**src/rtl/softex_tcdm_split.sv**
```systemverilog
// Splits one wide TCDM request into MP independent 64-bit port requests and merges the responses.
// Optional stall-cycle counter enabled by defining SOFTEX_TCDM_SPLIT_STALL_CNT_EN.
module softex_tcdm_split #(
    parameter int unsigned MP          = 4,
    parameter int unsigned ADDR_STRIDE = 8
) (
    input  logic                   clk_i,
    input  logic                   rst_ni,
    input  logic                   in_req_i,
    output logic                   in_gnt_o,
    input  logic [31:0]            in_add_i,
    input  logic                   in_wen_i,
    input  logic [MP*8-1:0]        in_be_i,
    input  logic [MP*64-1:0]       in_data_i,
    input  logic [7:0]             in_id_i,
    input  logic                   in_r_ready_i,
    output logic                   in_r_valid_o,
    output logic [MP*64-1:0]       in_r_data_o,
    output logic [7:0]             in_r_id_o,
    output logic [MP-1:0]          out_req_o,
    input  logic [MP-1:0]          out_gnt_i,
    output logic [MP-1:0][31:0]    out_add_o,
    output logic [MP-1:0]          out_wen_o,
    output logic [MP-1:0][7:0]     out_be_o,
    output logic [MP-1:0][63:0]    out_data_o,
    output logic [MP-1:0][7:0]     out_id_o,
    output logic [MP-1:0]          out_r_ready_o,
    input  logic [MP-1:0]          out_r_valid_i,
    input  logic [MP-1:0][63:0]    out_r_data_i,
    input  logic                   stall_clr_i,
    output logic [31:0]            stall_cnt_o
);

    logic [MP-1:0]       done_q, done_d;
    logic [MP-1:0]       rvld_q, rvld_d;
    logic [MP-1:0][63:0] buf_q, buf_d;
    logic                outst_q, outst_d;
    logic [7:0]          r_id_q, r_id_d;

    logic issue_ok_s;
    logic resp_fire_s;
    logic issue_s;

    assign in_r_valid_o = outst_q & (&(rvld_q | out_r_valid_i));
    assign resp_fire_s  = in_r_valid_o & in_r_ready_i;
    assign issue_ok_s   = ~outst_q | resp_fire_s;
    // Gating with rst_ni keeps the combinational handshake quiet while reset is held.
    assign issue_s      = rst_ni & in_req_i & issue_ok_s;
    assign in_gnt_o     = issue_s & (&(done_q | out_gnt_i));
    assign out_req_o    = {MP{issue_s}} & ~done_q;
    assign in_r_id_o    = r_id_q;

    // Per-port request fields and response merge (buffered slice or live bypass).
    always_comb begin
        for (int k = 0; k < MP; k++) begin
            out_add_o[k]              = in_add_i + 32'(k * ADDR_STRIDE);
            out_be_o[k]               = in_be_i[k*8 +: 8];
            out_data_o[k]             = in_data_i[k*64 +: 64];
            out_wen_o[k]              = in_wen_i;
            out_id_o[k]               = in_id_i;
            out_r_ready_o[k]          = 1'b1;
            in_r_data_o[k*64 +: 64]   = rvld_q[k] ? buf_q[k] : out_r_data_i[k];
        end
    end

    // Next-state for grant tracking, outstanding flag and response buffers.
    always_comb begin
        done_d  = done_q;
        rvld_d  = rvld_q;
        buf_d   = buf_q;
        outst_d = outst_q;
        r_id_d  = r_id_q;
        if (in_gnt_o) begin
            done_d  = {MP{1'b0}};
            outst_d = 1'b1;
            r_id_d  = in_id_i;
        end else begin
            done_d  = done_q | (out_req_o & out_gnt_i);
            outst_d = resp_fire_s ? 1'b0 : outst_q;
        end
        if (resp_fire_s) begin
            rvld_d = {MP{1'b0}};
        end else begin
            // Late or duplicate beats are dropped: only the first beat per port is kept.
            for (int k = 0; k < MP; k++) begin
                if (outst_q && out_r_valid_i[k] && !rvld_q[k]) begin
                    rvld_d[k] = 1'b1;
                    buf_d[k]  = out_r_data_i[k];
                end else begin
                    rvld_d[k] = rvld_q[k];
                end
            end
        end
    end

    // State registers.
    always_ff @(posedge clk_i or negedge rst_ni) begin
        if (!rst_ni) begin
            done_q  <= {MP{1'b0}};
            rvld_q  <= {MP{1'b0}};
            buf_q   <= {(MP*64){1'b0}};
            outst_q <= 1'b0;
            r_id_q  <= 8'd0;
        end else begin
            done_q  <= done_d;
            rvld_q  <= rvld_d;
            buf_q   <= buf_d;
            outst_q <= outst_d;
            r_id_q  <= r_id_d;
        end
    end

`ifdef SOFTEX_TCDM_SPLIT_STALL_CNT_EN
    logic [31:0] stall_cnt_q, stall_cnt_d;

    // Saturating stall counter; clear wins over increment.
    always_comb begin
        if (stall_clr_i) begin
            stall_cnt_d = 32'd0;
        end else if (in_req_i && !in_gnt_o && (stall_cnt_q != 32'hFFFF_FFFF)) begin
            stall_cnt_d = stall_cnt_q + 32'd1;
        end else begin
            stall_cnt_d = stall_cnt_q;
        end
    end

    // Stall counter register.
    always_ff @(posedge clk_i or negedge rst_ni) begin
        if (!rst_ni) begin
            stall_cnt_q <= 32'd0;
        end else begin
            stall_cnt_q <= stall_cnt_d;
        end
    end

    assign stall_cnt_o = stall_cnt_q;
`else
    logic unused_stall_clr_s;
    assign unused_stall_clr_s = stall_clr_i;
    assign stall_cnt_o        = 32'd0;
`endif

endmodule

```
**config.mk**
```make
export PLATFORM = sky130hd
export DESIGN_NAME = softex_tcdm_split
export DESIGN_NICKNAME = d
export VERILOG_FILES = /design/src/rtl/softex_tcdm_split.sv
export SDC_FILE = /design/constraint.sdc
export NUM_CORES = 1
export LEC_CHECK = 0
export ABC_AREA = 0
export CAP_MARGIN = 25
export CORE_AREA = 2 2 535 537
export DETAILED_ROUTE_END_ITERATION = 16
export DIE_AREA = 0 0 537 539
export GPL_ROUTABILITY_DRIVEN = 0
export GPL_TIMING_DRIVEN = 0
export HOLD_SLACK_MARGIN = 0.08
export PLACE_DENSITY_LB_ADDON = 0.1
export SETUP_SLACK_MARGIN = 0.5
export SLEW_MARGIN = 10
export SYNTH_ARGS = -nofsm -noshare
export SYNTH_HDL_FRONTEND = slang
export SYNTH_SLANG_ARGS = --single-unit
```
**constraint.sdc**
```tcl
create_clock -name clk_i -period 3.1 [get_ports clk_i]
set_clock_uncertainty 0.1 [all_clocks]
set_input_delay 0.465 -clock clk_i [delete_from_list [all_inputs] [get_ports clk_i]]
set_output_delay 0.465 -clock clk_i [all_outputs]
set_load 0.01 [all_outputs]
```
==> results of run 1 <==
## layer usage
metal | part of all wire | wire (µm) | track usage
met3 | 0.15 | 16800 | 0.0547
met1 | 0.32 | 37500 | 0.0676
met4 | 0.018 | 2040 | 0.0141
met5 | 0.0039 | 449 | 0
met2 | 0.51 | 58700 | 0.137
## final cells by class
type | count | area share
timing repair buffer | 1155 | 0.316
tap | 3762 | 0.126
clock inverter | 9 | 0.00465
inverter | 9 | 0.00114
antenna | 33 | 0.00221
sequential | 273 | 0.183
multi-input combinational | 800 | 0.220
clock buffer | 75 | 0.0375
buffer | 483 | 0.110
## power by group
part	switching, mW	internal [mW]
Combinational	6.88	9.62
Clock	2.30	3.28
Sequential	0.838	5.37
## logic make-up after synthesis
group           count (synthesis)  share of synthesized area
other cells                     2                   0.000423
compound gates                 23                     0.0103
flops                         273                      0.385
xor+xnor                       80                     0.0395
simple gates                  137                     0.0385
fa+ha+maj                       4                    0.00282
buf+inv                       492                      0.194
mux                           520                      0.330
## layout by cell type, fill, tap and decap left out, types with 36 or more instances in the layout
cell type	instances
sky130_fd_sc_hd__mux2_2	469
sky130_fd_sc_hd__clkbuf_2	60
sky130_fd_sc_hd__buf_6	166
sky130_fd_sc_hd__clkbuf_16	70
sky130_fd_sc_hd__conb_1	36
sky130_fd_sc_hd__mux2_4	46
sky130_fd_sc_hd__clkdlybuf4s50_1	669
sky130_fd_sc_hd__buf_4	495
sky130_fd_sc_hd__dfrtp_1	270
sky130_fd_sc_hd__dlymetal6s2s_1	111
sky130_fd_sc_hd__xnor2_1	41
## what timing repair did
action	CTS	global route
hold buffers	11	0
setup endpoints to repair	551	514
pin swaps	23	12
endpoints found under the hold margin	79	0
setup buffers	52	62
resized for setup	839	773
gates cloned	3	7
## through the flow
| stage | hold slack, ps | setup slack (ps) | instances |
|---|---|---|---|
| floorplan | 69.4 | 573 | 1565 |
| global placement | 362 | -17180 | 6339 |
| detailed placement | 373 | -1280 | 6347 |
| CTS | 226 | 107 | 6497 |
| global route | 260 | 103 | 6569 |
| finish | 310 | 168 | 6599 |
## registers in the layout (all words and copies together) (netlist names)
signal and cells:
done_q 4, buf_q 256, outst_q 1, rvld_q 4
in_r_id_o 8
## synthesized netlist by cell type, types with 2 or more instances
cell,n,area [µm²]
sky130_fd_sc_hd__o22a_1,5,43.8
sky130_fd_sc_hd__buf_4,416,3120
sky130_fd_sc_hd__buf_2,25,125
sky130_fd_sc_hd__and4_1,5,43.8
sky130_fd_sc_hd__buf_1,5,18.8
sky130_fd_sc_hd__a21o_1,2,15.0
sky130_fd_sc_hd__clkbuf_1,36,135
sky130_fd_sc_hd__conb_1,2,7.51
sky130_fd_sc_hd__mux2_1,5,56.3
sky130_fd_sc_hd__nor3_1,13,65.1
sky130_fd_sc_hd__xnor2_1,44,385
sky130_fd_sc_hd__dfrtp_1,273,6830
sky130_fd_sc_hd__nand4_1,15,93.8
sky130_fd_sc_hd__a21oi_1,4,20.0
sky130_fd_sc_hd__xor2_1,36,315
sky130_fd_sc_hd__nor2_1,32,120
sky130_fd_sc_hd__nand3_1,28,140
sky130_fd_sc_hd__nand2_1,24,90.1
sky130_fd_sc_hd__nor4_1,6,37.5
sky130_fd_sc_hd__and2_1,3,18.8
sky130_fd_sc_hd__nand4b_1,2,17.5
sky130_fd_sc_hd__and3_1,5,31.3
sky130_fd_sc_hd__mux2_2,515,5800
sky130_fd_sc_hd__ha_1,4,50.1
sky130_fd_sc_hd__inv_1,9,33.8
sky130_fd_sc_hd__a211oi_1,4,30.0
## final timing paths
path	end	from	cells after the start
worst max-delay path	out_req_o[0]	rst_ni	8
worst min-delay path	buf_q[94]$_DFFE_PN0P_	out_r_data_i[94]	2
worst max register to register	buf_q[116]$_DFFE_PN0P_	rvld_q[1]$_DFFE_PN0P_	9
worst min register to register	buf_q[142]$_DFFE_PN0P_	buf_q[142]$_DFFE_PN0P_	1
max in group asynchronous	rvld_q[0]$_DFFE_PN0P_	rst_ni	5
min in group asynchronous	buf_q[119]$_DFFE_PN0P_	rst_ni	4
==> results.tsv, run 1 <==
metric	value	unit
post-route-drc-count	0	
synth_sequential_area_ratio	0.385	
cts-root-to-sink-buffers	3	
irDropWorstVdd	0.376	mV
worst_ep_required_time	2530	ps
sequential_cell_area	6840	µm²
grt_pass1_wl	150000	µm
critical-path-slowest-cell	sky130_fd_sc_hd__dlygate4sd3_1	
grt_pass1_vias	16658	
dr_total_vias	15941	
wire_per_inst	17.5	µm
ios	1356	
postSynthCellCount	1531	
totalWireLength	116000	µm
tritoncts	yes	
globalRouteOverflowTotal	0	
stdcell_area	37400	µm²
slew-limit-headroom	0.477	
synth.yosys.warnings	0	
postPlaceCellArea	32900	µm²
num-nets-final	3372	
worst_stage_delay_on_the_critical_path	760	ps
setup.worst_path.class	in2out	
worst_ep_arrival_time	2370	ps
worstPathCellList	buf_12 > buf_16 > dlygate4sd3_1 > buf_16 > nand2_1 > a21o_4 > nor2_2 > buf_6	
totalNegativeSetupSlack	0	ps
power_leakage	16.2	nW
power-per-cell-area	756	nW/µm²
dieArea	289000	µm²
critical_path_buf_inv_count	5	
placeable_area	284000	µm²
dominantRegCellSynth	sky130_fd_sc_hd__dfrtp_1	
antenna_found_initial	79	
netlist-cell-type-count	39	
clock_insertion_delay_worst_skew	690	ps
async_reset_ff_frac	1.00	
post_synth_instance_area	17800	µm²
synth_edf_count	0	
clkSlewWorstSetupHoldPaths	60	ps
setup_repair_after_global_routing_missed_its_margin	true	
htree_num_levels	2	
rows	196	
root_buf_cell	sky130_fd_sc_hd__clkbuf_16	
hpwl	93700	µm
final_antenna_net_count	0	
yosys_register_bits	273	
die_w	537	µm
port_buf_inserts	1012	
numCtsBuffers	48	
crit_path_frequent_cell	sky130_fd_sc_hd__buf_16	
drt-pass1-iter-count	4	
post_synth.cell_area_avg	11.6	µm²
grt_max_degree	75	
number_of_vias_per_cell	2.42	
cp_top_family	buffers and inverters	
setup_viol	0	
die-height	539	µm
drtIter0Drc	424	
ff2ff_setup_slack	600	ps
tritoncts_num_sinks	273	
critical_path.startpoint_type	primary input	
slew_violations	0	
fmax	341	MHz
tightest_slew	781	ps
layout-area-overhead-vs-synth	111	%
finalCriticalPeriod	2930	ps
outcome	completed	
initial_core_util	0.0625	
hold_violations	0	
finalCoreUtilization	0.132	
post_route_cells_drive_above_1_share	0.529	
multi_input_comb_area	8230	µm²
totalPowerFinal	28.3	mW
fill_cells	32226	
max-cap-violations	0	
hold_class	in2reg	
grtUsageTotal	0.0755	
crit_fanout	7	
part_of_the_cycle_the_worst_path_needs	0.946	
worstSetupEndpointType	primary output	
Power figures use the tool's default switching activity.
==> run 2: changes to the inputs <==
--- a/config.mk
+++ b/config.mk
@@ -11,7 +11,7 @@
 export DETAILED_ROUTE_END_ITERATION = 16
 export DIE_AREA = 0 0 537 539
 export GPL_ROUTABILITY_DRIVEN = 0
-export GPL_TIMING_DRIVEN = 0
+export GPL_TIMING_DRIVEN = 1
 export HOLD_SLACK_MARGIN = 0.08
 export PLACE_DENSITY_LB_ADDON = 0.1
 export SETUP_SLACK_MARGIN = 0.5
==> run 2 against run 1 <==
Against the previous run: non-clock buffer count is 572 lower; worst setup slack better by 23 ps; via count is 12% lower; largest cell class unchanged; critical endpoint is now in_gnt_o; register-to-register slack better by 20 ps; sequential power is 0.8% higher.
==> results.tsv, run 2 (synthesized netlist as in run 1, its figures left out) <==
metric	value	unit	change
grtUsageTotal	0.0719		-0.00361
tritoncts	yes		
ios	1356		unchanged
critical_path.startpoint_type	flip-flop		
post-route-drc-count	0		unchanged
worst_ep_required_time	2530	ps	about the same
outcome	completed		
number_of_vias_per_cell	2.32		-4.1%
dr_total_vias	13953		-12%
die-height	539	µm	unchanged
crit_fanout	3		-4
final_cell_mix	sky130_fd_sc_hd__mux2_2, sky130_fd_sc_hd__clkdlybuf4s50_1, sky130_fd_sc_hd__dfrtp_1		
slew_violations	0		unchanged
part_of_the_cycle_the_worst_path_needs	0.939		-0.00728
layout-area-overhead-vs-synth	82.0	%	
drtIter0Drc	306		-28%
max-cap-violations	0		unchanged
setup_viol	0		unchanged
grt_pass1_vias	14946		-10%
post_route_cells_drive_above_1_share	0.569		+0.0401
power-per-cell-area	876	nW/µm²	+16%
crit_path_frequent_cell	sky130_fd_sc_hd__buf_12		
finalCoreUtilization	0.114		-0.0179
initial_core_util	0.0625		unchanged
critical-path-slowest-cell	sky130_fd_sc_hd__dfrtp_4		
numCtsBuffers	49		+2.1%
grt_pass1_wl	142000	µm	-5.9%
antenna_found_initial	74		-6.3%
wire_per_inst	18.3	µm	+4.6%
clock_insertion_delay_worst_skew	680	ps	about the same
postPlaceCellArea	28000	µm²	-15%
critical_path_buf_inv_count	4		-1
clkSlewWorstSetupHoldPaths	60	ps	about the same
worst_hold_slack	126	ps	-183 ps
port_buf_inserts	722		-29%
place_worst_setup_slack	-414	ps	+867 ps
rows	196		unchanged
cts-root-to-sink-buffers	3		unchanged
worst_ep_arrival_time	2340	ps	-30 ps
worstSetupEndpointType	primary output		
fill_cells	32536		+0.96%
drt-pass1-iter-count	4		unchanged
place_inst	5735		-9.6%
setup.worst_path.class	reg2out		
tightest_slew	843	ps	+62.0 ps
final_antenna_net_count	0		unchanged
hold_violations	0		unchanged
hold_class	in2async		
cp_top_family	buffers and inverters		
totalNegativeSetupSlack	0	ps	unchanged
stdcell_area	32300	µm²	-14%
dieArea	289000	µm²	unchanged
fin_cells	6023		-8.7%
totalWireLength	110000	µm	-4.5%
tritoncts_num_sinks	273		unchanged
irDropWorstVdd	0.433	mV	+15%
placeable_area	284000	µm²	unchanged
setup_repair_after_global_routing_missed_its_margin	true		
finalCriticalPeriod	2910	ps	-22.6 ps
largest-register	buf_q		
worstPathCellList	buf_12 > a21oi_2 > or3_4 > buf_8 > a211oi_4 > buf_12 > buf_12		
totalPowerFinal	28.3	mW	+0.12%
largest_register_ff_count	256		unchanged
die_w	537	µm	unchanged
htree_num_levels	2		unchanged
power_leakage	13.3	nW	-17%
layout.cells.most_common	sky130_fd_sc_hd__mux2_2		
fmax	344	MHz	+0.78%
slew-limit-headroom	0.438		-0.0396
worst_stage_delay_on_the_critical_path	450	ps	-310 ps
finalWorstSetupSlack	190	ps	+22.6 ps
num-nets-final	2801		-17%
hpwl	82100	µm	-12%
globalRouteOverflowTotal	0		unchanged
root_buf_cell	sky130_fd_sc_hd__clkbuf_16		
grt_max_degree	94		+25%
==> run 2: cell types whose count changed in the layout (fill, tap and decap cells not counted), moves of 10 or more <==
cell / delta
sky130_fd_sc_hd__clkdlybuf4s50_1: -309
sky130_fd_sc_hd__buf_12: +30
sky130_fd_sc_hd__clkbuf_16: -12
sky130_fd_sc_hd__dlymetal6s2s_1: -46
sky130_fd_sc_hd__buf_4: -292
sky130_fd_sc_hd__buf_2: +50
sky130_fd_sc_hd__buf_16: +10
==> run 2: worst reg2reg max path, delay by kind of cell (launching register included) <==
family                 cells  cell delay, ps
buffers and inverters      5             810
multiplexers               1             340
AND/OR/NAND/NOR            2             580
flip-flops                 1             450
AO/OA/AOI/OAI              1              40
==> run 2: path summary, 6_finish.rpt <==
check	startpoint	end	slack (ps)	cells past startpoint
max	rvld_q[3]$_DFFE_PN0P_	in_gnt_o	190	7
min	rst_ni	buf_q[94]$_DFFE_PN0P_	130	2
max reg2reg	rvld_q[3]$_DFFE_PN0P_	buf_q[28]$_DFFE_PN0P_	620	9
min reg2reg	buf_q[140]$_DFFE_PN0P_	buf_q[140]$_DFFE_PN0P_	380	1
max in group asynchronous	rst_ni	buf_q[159]$_DFFE_PN0P_	870	5
min in group clk_i	out_r_data_i[95]	buf_q[95]$_DFFE_PN0P_	320	2
==> run 2: metal layers <==
metal / share of wire / vias to the layer above / wire length, µm / track usage
li1: - / 6230 / - / -
met1: 0.36 / 6631 / 39600 / 0.0703
met2: 0.46 / 728 / 50400 / 0.115
met3: 0.15 / 276 / 16000 / 0.0538
met4: 0.033 / 88 / 3690 / 0.0264
met5: 0.0051 / - / 562 / 0.000333
==> run 2: timing repair <==
item                       CTS  global route
gates resized for setup    945           644
hold endpoints to repair    36             0
setup endpoints to repair  342           300
setup buffers               64            83
gates cloned                15            11
pin swaps                   32            25
hold buffers                 1             0
==> run 2: cell type report <==
| class | instances | area [µm²] | area share |
|---|---|---|---|
| timing repair buffer | 1066 | 10900 | 0.337 |
| multi-input combinational | 800 | 8170 | 0.253 |
| sequential | 273 | 6840 | 0.212 |
| tap | 3762 | 4710 | 0.146 |
| clock buffer | 72 | 1380 | 0.0428 |
| clock inverter | 16 | 229 | 0.00709 |
| antenna | 25 | 62.6 | 0.00194 |
| inverter | 9 | 36.3 | 0.00112 |
==> run 2: power breakdown <==
part / switching (mW) / internal [mW]
Sequential: 0.880 / 5.38
Clock: 2.31 / 3.35
Combinational: 6.91 / 9.49
==> run 3: changes to the inputs <==
--- a/config.mk
+++ b/config.mk
@@ -14,7 +14,7 @@
 export GPL_TIMING_DRIVEN = 1
 export HOLD_SLACK_MARGIN = 0.08
 export PLACE_DENSITY_LB_ADDON = 0.1
-export SETUP_SLACK_MARGIN = 0.5
+export SETUP_SLACK_MARGIN = 0.1
 export SLEW_MARGIN = 10
 export SYNTH_ARGS = -nofsm -noshare
 export SYNTH_HDL_FRONTEND = slang
==> run 3 against run 2 <==
Against the previous run: power shrank 11%; maximum frequency fell by 1.4%; sequential power is essentially flat; hold slack better by 200 ps; combinational power shrank 18%; clock-buffer cell count unchanged; largest cell class unchanged.
==> results.tsv, run 3 (synthesized netlist as in run 1, its figures left out) <==
metric	value	unit	change
reg2regPathDepth	9		unchanged
layout-area-overhead-vs-synth	70.6	%	
setup.worst_path.class	in2out		
antenna_found_initial	74		unchanged
critical_path.startpoint_type	primary input		
grt_pass1_wl	140000	µm	-1.1%
port_buf_inserts	722		unchanged
hold_path.startpoint	out_r_data_i[102]		
root_buf_cell	sky130_fd_sc_hd__clkbuf_16		
sequential_cell_area	6840	µm²	unchanged
dieArea	289000	µm²	unchanged
cts-root-to-sink-buffers	3		unchanged
die_w	537	µm	unchanged
clkSlewWorstSetupHoldPaths	60	ps	about the same
slew_violations	0		unchanged
htree_num_levels	2		unchanged
worst_ep_arrival_time	2390	ps	+50 ps
fin_cells	5896		-2.1%
clock_insertion_delay_worst_skew	680	ps	about the same
worstPathCellList	clkdlybuf4s50_1 > and3_4 > nand4_1 > nor4_2 > buf_4 > xor2_1 > clkdlybuf4s15_2		
final_antenna_net_count	0		unchanged
multi_input_comb_area	7860	µm²	-3.8%
power_leakage	11.7	nW	-13%
worst_ep_required_time	2530	ps	about the same
power-per-cell-area	836	nW/µm²	-4.6%
fmax	339	MHz	-1.4%
finalCriticalPeriod	2950	ps	+42.8 ps
rr_endpoint	buf_q[28]$_DFFE_PN0P_		
hold_violations	0		unchanged
ios	1356		unchanged
slew-limit-headroom	0.441		+0.00287
die-height	539	µm	unchanged
tightest_slew	839	ps	-4.31 ps
critical_path_buf_inv_count	3		-1
worst_stage_delay_on_the_critical_path	560	ps	+110 ps
totalWireLength	106000	µm	-3.7%
drtIter0Drc	310		+1.3%
tritoncts_num_sinks	273		unchanged
rows	196		unchanged
tritoncts	yes		
critical-path-slowest-cell	sky130_fd_sc_hd__clkdlybuf4s50_1		
grtUsageTotal	0.0710		-0.000856
initial_core_util	0.0625		unchanged
numCtsBuffers	49		unchanged
wire_per_inst	18.0	µm	-1.6%
max-cap-violations	0		unchanged
worstSetupEndpointType	primary output		
hold_class	in2reg		
setup_repair_after_global_routing_missed_its_margin	true		
worst_r2r_startpoint	rvld_q[3]$_DFFE_PN0P_		
part_of_the_cycle_the_worst_path_needs	0.952		+0.0138
num-nets-final	2675		-4.5%
ff2ff_setup_slack	630	ps	about the same
worst_hold_slack	326	ps	+200 ps
outcome	completed		
crit_fanout	4		+1
irDropWorstVdd	0.418	mV	-3.4%
grt_max_degree	94		unchanged
largest_register_ff_count	256		unchanged
post_route_cells_drive_above_1_share	0.428		-0.141
whs_endpoint	buf_q[102]$_DFFE_PN0P_		
finalWorstSetupSlack	148	ps	-42.8 ps
final_cell_mix	sky130_fd_sc_hd__mux2_2, sky130_fd_sc_hd__clkdlybuf4s50_1, sky130_fd_sc_hd__dfrtp_1		
largest-register	buf_q		
grt_pass1_vias	14739		-1.4%
hpwl	82100	µm	unchanged
drt-pass1-iter-count	4		unchanged
number_of_vias_per_cell	2.27		-2.1%
post-route-drc-count	0		unchanged
layout.cells.most_common	sky130_fd_sc_hd__mux2_2		
placeable_area	284000	µm²	unchanged
fill_cells	32632		+0.30%
dr_total_vias	13368		-4.2%
globalRouteOverflowTotal	0		unchanged
cp_top_family	buffers and inverters		
setup_viol	0		unchanged
place_worst_setup_slack	-414	ps	unchanged
timing.hold.worst_path_depth	2		
place_inst	5735		unchanged
[run 3: changes by cell type in the layout (fill, tap and decap cells not counted), moves of 48 or more]
| cell | before | now |
|---|---|---|
| sky130_fd_sc_hd__buf_4 | 203 | 155 |
| sky130_fd_sc_hd__buf_2 | 84 | 27 |
| sky130_fd_sc_hd__dlymetal6s2s_1 | 65 | 9 |
| sky130_fd_sc_hd__dlygate4sd2_1 | 14 | 198 |
| sky130_fd_sc_hd__clkdlybuf4s50_1 | 360 | 455 |
| sky130_fd_sc_hd__buf_6 | 167 | 18 |
[run 3: cell type report]
class	instances	area share
Inverter	9	0.00111
Clock buffer	72	0.0456
Tap cell	3762	0.155
Multi-Input combinational cell	800	0.259
Timing Repair Buffer	940	0.303
Antenna cell	24	0.00198
Sequential cell	273	0.226
Clock inverter	16	0.00756
[run 3: power by group]
part	switching, mW	internal (mW)	total (mW)
logic	6.10	7.35	13.4
registers	0.854	5.38	6.24
clock network	2.29	3.35	5.64
total	9.25	16.1	25.3
[run 3: per-stage QoR]
| step | total power [mW] | TNS, ps | cell area [µm²] | util |
|---|---|---|---|---|
| final | 25.3 | 0 | 30300 | 0.107 |
| after global routing | 27.2 | 0 | 30300 | 0.107 |
| after CTS | 26.4 | 0 | 30200 | 0.106 |
| after detailed placement | 20.2 | -19660 | 28000 | 0.0987 |
| after global placement | 20.4 | -22640 | 28000 | 0.0987 |
| after floorplan | 12.8 | 0 | 17900 | - |
[run 3: how the worst max path moves through the flow]
| stage | startpoint | end | slack (ps) | depth (start not counted) |
|---|---|---|---|---|
| 3_3_place_gp | in_add_i[10] | out_add_o[54] | -480 | 10 |
| 4_1_cts | rvld_q[0]$_DFFE_PN0P_ | in_gnt_o | 40 | 6 |
| 6_report | in_add_i[25] | out_add_o[63] | 150 | 7 |
| 3_5_place_dp | in_add_i[10] | out_add_o[113] | -410 | 9 |
| 5_1_grt | in_add_i[25] | out_add_o[63] | 50 | 7 |
| 2_1_floorplan | in_add_i[3] | out_add_o[123] | 570 | 7 |
[run 3: per-layer routing]
metal / vias to the layer above / share of wire / global-route usage
met5: - / 0.0055 / 0.000167
met1: 6300 / 0.36 / 0.0696
met3: 293 / 0.15 / 0.0535
met2: 717 / 0.45 / 0.113
li1: 5970 / - / -
met4: 88 / 0.038 / 0.0274
[run 3: repair_timing]
item	in CTS	in global routing
setup buffers	32	3
pin swaps	16	11
endpoints found under the hold margin	36	0
gates resized for setup	430	72
hold buffers	2	0
gates cloned	11	0
setup endpoints to repair	329	48
